## src/rtl/uart_tx_sched.sv

```systemverilog
// rtl/uart_tx_sched.sv - two-port round-robin transmit scheduler for the UART byte sender
// One frame per grant: LOAD captures the byte, SEND holds tx_en low, GAP idles the line.
module uart_tx_sched #(
   parameter int unsigned FRAME_CYCLES = 11,
   parameter int unsigned GAP_CYCLES   = 1
) (
   input  logic       send_clk,
   input  logic       rst_n,
   input  logic       req0_i,
   input  logic [7:0] data0_i,
   output logic       ack0_o,
   input  logic       req1_i,
   input  logic [7:0] data1_i,
   output logic       ack1_o,
   output logic [7:0] tx_data_o,
   output logic       tx_en_o,
   output logic       busy_o,
   output logic       done_o,
   output logic       done_src_o
);

   typedef enum logic [1:0] {
      IDLE = 2'd0,
      LOAD = 2'd1,
      SEND = 2'd2,
      GAP  = 2'd3
   } state_e;

   localparam logic [3:0] FRAME_LAST = 4'(FRAME_CYCLES - 1);
   localparam logic [3:0] GAP_LAST   = (GAP_CYCLES == 0) ? 4'd0 : 4'(GAP_CYCLES - 1);

   state_e     state_q, state_d;
   logic [3:0] cnt_q, cnt_d;
   logic       grant_q, grant_d;
   logic       last_grant_q, last_grant_d;
   logic [7:0] tx_data_q, tx_data_d;
   logic       tx_en_q;

   always_ff @(posedge send_clk or negedge rst_n) begin
      if (!rst_n) begin
         state_q      <= IDLE;
         cnt_q        <= 4'd0;
         grant_q      <= 1'b0;
         last_grant_q <= 1'b1;
         tx_data_q    <= 8'h00;
         tx_en_q      <= 1'b1;
      end else begin
         state_q      <= state_d;
         cnt_q        <= cnt_d;
         grant_q      <= grant_d;
         last_grant_q <= last_grant_d;
         tx_data_q    <= tx_data_d;
         // Registered so the sender's async hold input never sees a decode glitch
         tx_en_q      <= (state_d != SEND);
      end
   end

   always_comb begin
      state_d      = state_q;
      cnt_d        = cnt_q;
      grant_d      = grant_q;
      last_grant_d = last_grant_q;
      tx_data_d    = tx_data_q;
      ack0_o       = 1'b0;
      ack1_o       = 1'b0;
      done_o       = 1'b0;
      done_src_o   = 1'b0;
      case (state_q)
         IDLE: begin
            if (req0_i || req1_i) begin
               state_d = LOAD;
               grant_d = (req0_i && req1_i) ? ~last_grant_q : req1_i;
            end
         end
         LOAD: begin
            tx_data_d    = grant_q ? data1_i : data0_i;
            ack0_o       = ~grant_q;
            ack1_o       = grant_q;
            last_grant_d = grant_q;
            cnt_d        = 4'd0;
            state_d      = SEND;
         end
         SEND: begin
            if (cnt_q == FRAME_LAST) begin
               done_o     = 1'b1;
               done_src_o = grant_q;
               cnt_d      = 4'd0;
               state_d    = (GAP_CYCLES == 0) ? IDLE : GAP;
            end else begin
               cnt_d = cnt_q + 4'd1;
            end
         end
         GAP: begin
            if (cnt_q == GAP_LAST) begin
               cnt_d   = 4'd0;
               state_d = IDLE;
            end else begin
               cnt_d = cnt_q + 4'd1;
            end
         end
         default: state_d = IDLE;
      endcase
   end

   assign tx_data_o = tx_data_q;
   assign tx_en_o   = tx_en_q;
   assign busy_o    = (state_q != IDLE);

endmodule
```

## config.mk

```make
export PLATFORM = sky130hd
export DESIGN_NAME = uart_tx_sched
export DESIGN_NICKNAME = d
export VERILOG_FILES = /design/src/rtl/uart_tx_sched.sv
export SDC_FILE = /design/constraint.sdc
export NUM_CORES = 1
export LEC_CHECK = 0
export ABC_CLOCK_PERIOD_IN_PS = 3000
export CAP_MARGIN = 20
export CORE_UTILIZATION = 45
export DETAILED_ROUTE_END_ITERATION = 10
export GPL_TIMING_DRIVEN = 0
export HOLD_SLACK_MARGIN = 0.05
export PLACE_DENSITY = 0.84
export SLEW_MARGIN = 40
export SYNTH_ARGS = -nofsm -noshare
export SYNTH_HDL_FRONTEND = slang
export SYNTH_SLANG_ARGS = --single-unit
```

## constraint.sdc

```tcl
create_clock -name send_clk -period 3 [get_ports send_clk]
set_clock_uncertainty 0.15 [all_clocks]
set_input_delay 0.6 -clock send_clk [delete_from_list [all_inputs] [get_ports send_clk]]
set_output_delay 0.6 -clock send_clk [all_outputs]
set_load 0.05 [all_outputs]
```

==> results of run 1 <==
cells in the final DEF (no fill, tap or decap), drive strengths merged:
cell type	netlist	layout
a41o	1	1
mux2i	9	9
a22o	1	1
a21bo	1	1
nor2	5	5
inv	5	5
clkdlybuf4s50	0	29
a32o	3	3
o2bb2ai	1	1
ha	3	3
nor4bb	1	1
dlymetal6s2s	0	1
dlygate4sd2	0	2
a21o	1	1
nand2	12	12
and2	1	1
buf	4	5
nand2b	2	2
o21ai	9	9
nand3	2	2
a31oi	2	2
nor2b	2	2
clkinv	0	1
clkbuf	0	3
dfstp	2	2
xor2	1	1
dfrtp	15	15
per-layer routing:
layer / up-vias / routed length, um / track usage / part of all wire
met3: 4 / 64 / 0.0238 / 0.035
met1: 354 / 773 / 0.230 / 0.42
met4: 0 / 23 / 0.0882 / 0.013
li1: 361 / - / - / -
met2: 18 / 959 / 0.372 / 0.53
met5: - / 0 / 0 / 0
stage by stage:
step	area (um^2)	power, mW	hold WS, ns	utilization
finish	1260	1.37	0.0523	0.712
global route	1260	1.48	0.0784	0.712
CTS	1260	1.38	0.345	0.713
detailed placement	1230	1.26	0.321	0.699
global placement	1230	1.23	0.313	0.699
floorplan	872	1.01	0.154	-
final cells by class:
| cell class | count | area, um^2 |
|---|---|---|
| Timing Repair Buffer | 33 | 325 |
| Multi-Input combinational cell | 57 | 405 |
| Buffer | 4 | 20.0 |
| Clock inverter | 1 | 5.00 |
| Sequential cell | 17 | 428 |
| Inverter | 5 | 18.8 |
| Clock buffer | 3 | 22.5 |
| Tap cell | 25 | 31.3 |
| Fill cell | 153 | 508 |
logic make-up after synthesis:
family                   after synthesis  share of synthesized area
flip-flops                            17                      0.491
XOR/XNOR                               1                     0.0100
buffers and inverters                  9                     0.0445
adder cells (fa/ha/maj)                3                     0.0430
AND/OR/NAND/NOR                       25                      0.149
AO/OA/AOI/OAI                         19                      0.159
multiplexers                           9                      0.103
worst min-delay path by stage:
stage                     slack [ns]           end  depth (start not counted)          from
final                           0.05  tx_data_o[6]                          1         rst_n
after detailed placement        0.32  tx_data_o[4]                          2  tx_data_o[4]
after global routing            0.08  tx_data_o[6]                          1         rst_n
after CTS                       0.35  tx_data_o[4]                          2  tx_data_o[4]
after global placement          0.31  tx_data_o[0]                          2  tx_data_o[0]
after floorplan                 0.15      cnt_q[0]                          0         rst_n
state kept, by name, indices dropped and copies added, names as in the netlist:
name and count:
cnt_q 4, tx_data_o 8, tx_en_o 1, last_grant_q 1, grant_q 1, state_q 2
critical path, cell delays in order, from the launching register on:
cell           delay (ns)
dfrtp_1              0.44
inv_1                0.11
ha_1                 0.14
nor4bb_4             0.31
nand2_1              0.17
nor2_1               0.11
dlygate4sd2_1        0.53
repair_timing:
action                                  CTS  global route
gates resized for setup                   2             1
endpoints found under the setup margin    2             1
endpoints found under the hold margin     0             0
power by group:
part           internal (mW)  switching, mW  total, mW
clock network         0.0496         0.0745      0.124
logic                  0.325          0.488      0.813
registers              0.351         0.0853      0.437
==> summary.md, run 1 <==
| Metric | Value |
|---|---|
| Antenna violations before repair | `0` |
| Worst slew margin | `0.649` |
| Initial Utilization | `0.494` |
| Area share of the largest cell type after synthesis | `0.430` |
| RR Endpoint | `cnt_q[2]` |
| Critical path arrival | `2.10 ns` |
| Synth Net Count | `106` |
| Post-synth EDFFs | `0` |
| CTS Hold Bufs | `0` |
| Fmax | `351 MHz` |
| Root Buffer | `clkbuf_4` |
| Finished Layout Cells | `145` |
| Share of layout cells above drive strength 1 | `0.117` |
| Post-Place Setup Slack | `0.204 ns` |
| Worst Path Required | `2.25 ns` |
| Core box area | `1760 um^2` |
| Vias in the first global route | `712` |
| Ys Warns | `0` |
| Die width | `46.0 um` |
| Status | `finished clean` |
| Nets | `144` |
| Die Y | `46.0 um` |
| Cells on worst reg2reg path | `5` |
| Worst-skew pair later-pin latency | `0.29 ns` |
| Wire length per cell | `12.6 um` |
| Routability cong. | `0.783` |
| Worst R2R Start | `cnt_q[0]` |
| Synth Cell Area | `872 um^2` |
| Fin crit period | `2.85 ns` |
| Dpl hpwl | `1420 um` |
| Slew @ Worst Pin | `0.524 ns` |
| Via count | `737` |
| Endpoints failing setup | `0` |
| #FFs+latches synth | `17` |
| Count of cell types in the netlist | `24` |
| Synth top cells by count | `dfrtp_1 (15), nand2_1 (12), mux2i_1 (9)` |
| First-pass GRT wire length | `3020 um` |
| Cell count after synthesis | `83` |
| Synth area leaders | `dfrtp_1 (43%), mux2i_1 (10%), dfstp_2 (6.0%), nand2_1 (5.2%), o21ai_0 (4.6%)` |
| Post-synthesis sequential area ratio | `0.491` |
| Rows | `15` |
| Flop-to-flop setup slack | `1.36 ns` |
| DIE AREA | `2120 um^2` |
| Max FO, Critical Path | `5` |
| Async S/R FF share, synth | `1.00` |
| Worst setup path class | `reg2out` |
| Synthesis-to-layout area growth | `44.0%` |
| Worst setup path endpoint | `done_src_o` |
| # DRC | `0` |
| Setup TNS | `0 ns` |
| CTS tree | `done` |
| Inst Count DP | `141` |
| Grt total ovfl | `0` |
| Leak | `0.612 nW` |
| Antenna Nets Post-Route | `0` |
| Post-CTS Setup Inserts | `0` |
| Port Buffers | `33` |
| Final Hold Vio Count | `0` |
| Pre-antenna DRT Iters | `5` |
| Max-slew violations | `0` |
| Largest net degree at the start of global routing | `18` |
| Power per cell area | `1090 nW/um^2` |
| Worst VDD drop | `624 uV` |
| CP Capture Type | `output port` |
| Ys flop type | `dfrtp_1` |
| Hold Crit Class | `in2async` |
| # clock sinks | `17` |
| Max Root-Sink Buffers | `2` |
| IO Count | `34` |
| Final wirelength | `1820 um` |
| Setup ws final | `0.149 ns` |
| H-tree Lvls | `1` |
| Critical Path Source | `cnt_q[0]` |
| Count leader, synth | `dfrtp_1` |
| Startpoint types | `flop` |
| Vias per std cell | `5.08` |
| Area leader, netlist | `dfrtp_1` |
| Syn Area/Cell | `10.5 um^2` |
| Final cycle utilization of the critical path | `0.950` |
| Overall global routing resource usage | `0.202` |
| Max_cap viols | `0` |
| Clk slew on worst S/H paths | `0.11 ns` |
| Total CTS buffers | `3` |
| Ant. Diodes | `0` |
| RSZ-0062 raised after global routing | `no` |
| DRT iter0 DRCs | `12` |
Power figures use the tool's default switching activity.
==> run 2: changes to the inputs <==
--- a/config.mk
+++ b/config.mk
@@ -8,10 +8,11 @@
 export ABC_CLOCK_PERIOD_IN_PS = 3000
 export CAP_MARGIN = 20
 export CORE_UTILIZATION = 45
+export CTS_CLUSTER_DIAMETER = 40
 export DETAILED_ROUTE_END_ITERATION = 10
 export GPL_TIMING_DRIVEN = 0
 export HOLD_SLACK_MARGIN = 0.05
-export PLACE_DENSITY = 0.84
+export PLACE_DENSITY = 0.86
 export SLEW_MARGIN = 40
 export SYNTH_ARGS = -nofsm -noshare
 export SYNTH_HDL_FRONTEND = slang
==> run 2 against run 1 <==
Effect of this change:
- die area unchanged
- combinational power up 0.6%
- first-iteration DRC count is 8.3% lower
- critical endpoint unchanged
==> summary.md, run 2 (synthesis results as in run 1) <==
| Metric | Value |
|---|---|
| DRT iter0 DRCs | `11 (was 12)` |
| Setup TNS | `0 ns (unchanged)` |
| Worst setup path class | `reg2out (unchanged)` |
| Core box area | `1760 um^2 (unchanged)` |
| Largest net degree at the start of global routing | `18 (unchanged)` |
| Final cycle utilization of the critical path | `0.933 (was 0.950)` |
| Die width | `46.0 um (unchanged)` |
| Overall global routing resource usage | `0.205 (was 0.202)` |
| Via count | `745 (was 737)` |
| Wire length per cell | `13.2 um (was 12.6 um)` |
| IO Count | `34 (unchanged)` |
| Slew @ Worst Pin | `0.520 ns (was 0.524 ns)` |
| Leak | `0.606 nW (was 0.612 nW)` |
| Final wirelength | `1910 um (was 1820 um)` |
| Post-CTS Setup Inserts | `0 (unchanged)` |
| Status | `finished clean (unchanged)` |
| Hold Crit Class | `in2async (unchanged)` |
| Post-Place Setup Slack | `0.197 ns (was 0.204 ns)` |
| Vias per std cell | `5.14 (was 5.08)` |
| H-tree Lvls | `1 (unchanged)` |
| Fillers | `141 (was 153)` |
| Most common cell after layout, fill and taps aside | `clkdlybuf4s50_1 (unchanged)` |
| Routability cong. | `0.704 (was 0.783)` |
| Reg area | `428 um^2 (unchanged)` |
| # DRC | `0 (unchanged)` |
| CTS tree | `done (unchanged)` |
| Synthesis-to-layout area growth | `44.3% (was 44.0%)` |
| Max reg flops | `8 (unchanged)` |
| DIE AREA | `2120 um^2 (unchanged)` |
| Rows | `15 (unchanged)` |
| Critical path arrival | `2.05 ns (was 2.10 ns)` |
| Worst-skew pair later-pin latency | `0.28 ns (was 0.29 ns)` |
| Endpoints failing setup | `0 (unchanged)` |
| Antenna violations before repair | `0 (unchanged)` |
| Nets | `144 (unchanged)` |
| Port Buffers | `33 (unchanged)` |
| First-pass GRT wire length | `3040 um (was 3020 um)` |
| Area of the multi-input gates | `408 um^2 (was 405 um^2)` |
| Max-slew violations | `0 (unchanged)` |
| Pre-antenna DRT Iters | `3 (was 5)` |
| CP Capture Type | `output port (unchanged)` |
| Dpl hpwl | `1510 um (was 1420 um)` |
| RSZ-0062 raised after global routing | `no (unchanged)` |
| Critical Path, Cell by Cell | `inv_1 -> ha_1 -> nor4bb_4 -> nand2_1 -> nor2_1 -> clkdlybuf4s15_1 (was inv_1 -> ha_1 -> nor4bb_4 -> nand2_1 -> nor2_1 -> dlygate4sd2_1)` |
| Die Y | `46.0 um (unchanged)` |
| Max FO, Critical Path | `5 (unchanged)` |
| Total CTS buffers | `3 (unchanged)` |
| Fmax | `357 MHz (was 351 MHz)` |
| Power per cell area | `1090 nW/um^2 (about the same)` |
| Ant. Diodes | `0 (unchanged)` |
| Vias in the first global route | `697 (was 712)` |
| Root Buffer | `clkbuf_4 (unchanged)` |
| Setup ws final | `0.200 ns (was 0.149 ns)` |
| Final Hold Vio Count | `0 (unchanged)` |
| Critical-path top delay cell | `clkdlybuf4s15_1 (was dlygate4sd2_1)` |
| Fin crit period | `2.80 ns (was 2.85 ns)` |
| # clock sinks | `17 (unchanged)` |
| Worst path top cell family by delay | `buffers and inverters (unchanged)` |
| Commonest non-fill, non-tap cells in the layout | `clkdlybuf4s50_1 (29), dfrtp_1 (15), nand2_1 (12), mux2i_1 (9), o21ai_0 (8) (unchanged)` |
| Initial Utilization | `0.494 (unchanged)` |
| Worst slew margin | `0.652 (was 0.649)` |
| Worst Path Required | `2.25 ns (about the same)` |
| Clk slew on worst S/H paths | `0.09 ns (was 0.11 ns)` |
| Startpoint types | `flop (unchanged)` |
| Max_cap viols | `0 (unchanged)` |
| Max Root-Sink Buffers | `2 (unchanged)` |
| Worst VDD drop | `546 uV (was 624 uV)` |
| Buffer and inverter count on the worst path | `2 (unchanged)` |
| Antenna Nets Post-Route | `0 (unchanged)` |
| CP max stage delay | `0.50 ns (was 0.53 ns)` |
| Share of layout cells above drive strength 1 | `0.117 (unchanged)` |
| Grt total ovfl | `0 (unchanged)` |
-- run 2: area by class of cell --
| class | instances | share of cell area |
|---|---|---|
| multi-input combinational | 57 | 0.324 |
| inverter | 5 | 0.0149 |
| clock buffer | 4 | 0.0209 |
| timing repair buffer | 33 | 0.259 |
| tap | 25 | 0.0249 |
| sequential | 17 | 0.340 |
| buffer | 4 | 0.0159 |
-- run 2: path summary, 6_finish.rpt --
| path | start | end | slack [ns] | cells after the start |
|---|---|---|---|---|
| min reg2reg | tx_data_o[2] | tx_data_o[2] | 0.34 | 2 |
| max in group asynchronous | rst_n | tx_en_o | 2.33 | 1 |
| max reg2reg | cnt_q[0] | cnt_q[1] | 1.34 | 5 |
| min in group send_clk | tx_data_o[2] | tx_data_o[2] | 0.34 | 2 |
| min | rst_n | tx_data_o[6] | 0.07 | 1 |
| max | cnt_q[0] | done_src_o | 0.20 | 6 |
-- run 2: what timing repair did --
action | 4_1_cts | 5_1_grt
resized for setup | 2 | 3
hold buffers | 0 | 0
endpoints found under the setup margin | 2 | 3
-- run 2: worst register-to-register path, cell delays in order, from the launching register on --
cell and delay (ns):
dfrtp_1 0.44, inv_1 0.11, ha_1 0.15, nor4bb_4 0.31, a31oi_2 0.11, a32o_1 0.29
-- run 2: metal layers --
layer / track usage / vias up / routed length, um
li1: - / 364 / -
met1: 0.238 / 355 / 820
met2: 0.355 / 24 / 939
met3: 0.0437 / 2 / 141
met4: 0.0941 / 0 / 9
met5: 0 / - / 0
-- run 2: report_power, final --
group | total (mW) | switching, mW | internal, mW | leakage (nW)
registers | 0.439 | 0.0879 | 0.351 | 0.202
logic | 0.818 | 0.491 | 0.327 | 0.388
clock network | 0.117 | 0.0654 | 0.0515 | 0.0150
total | 1.37 | 0.645 | 0.729 | 0.606
-- run 2: through the flow --
step	area (um^2)	instances	hold WS, ns	power [mW]	util
after floorplan	872	83	0.154	1.01	-
after global placement	1230	141	0.312	1.23	0.699
after detailed placement	1230	141	0.322	1.27	0.699
after CTS	1260	145	0.343	1.38	0.713
after global routing	1260	145	0.0878	1.47	0.713
final	1260	145	0.0690	1.37	0.713
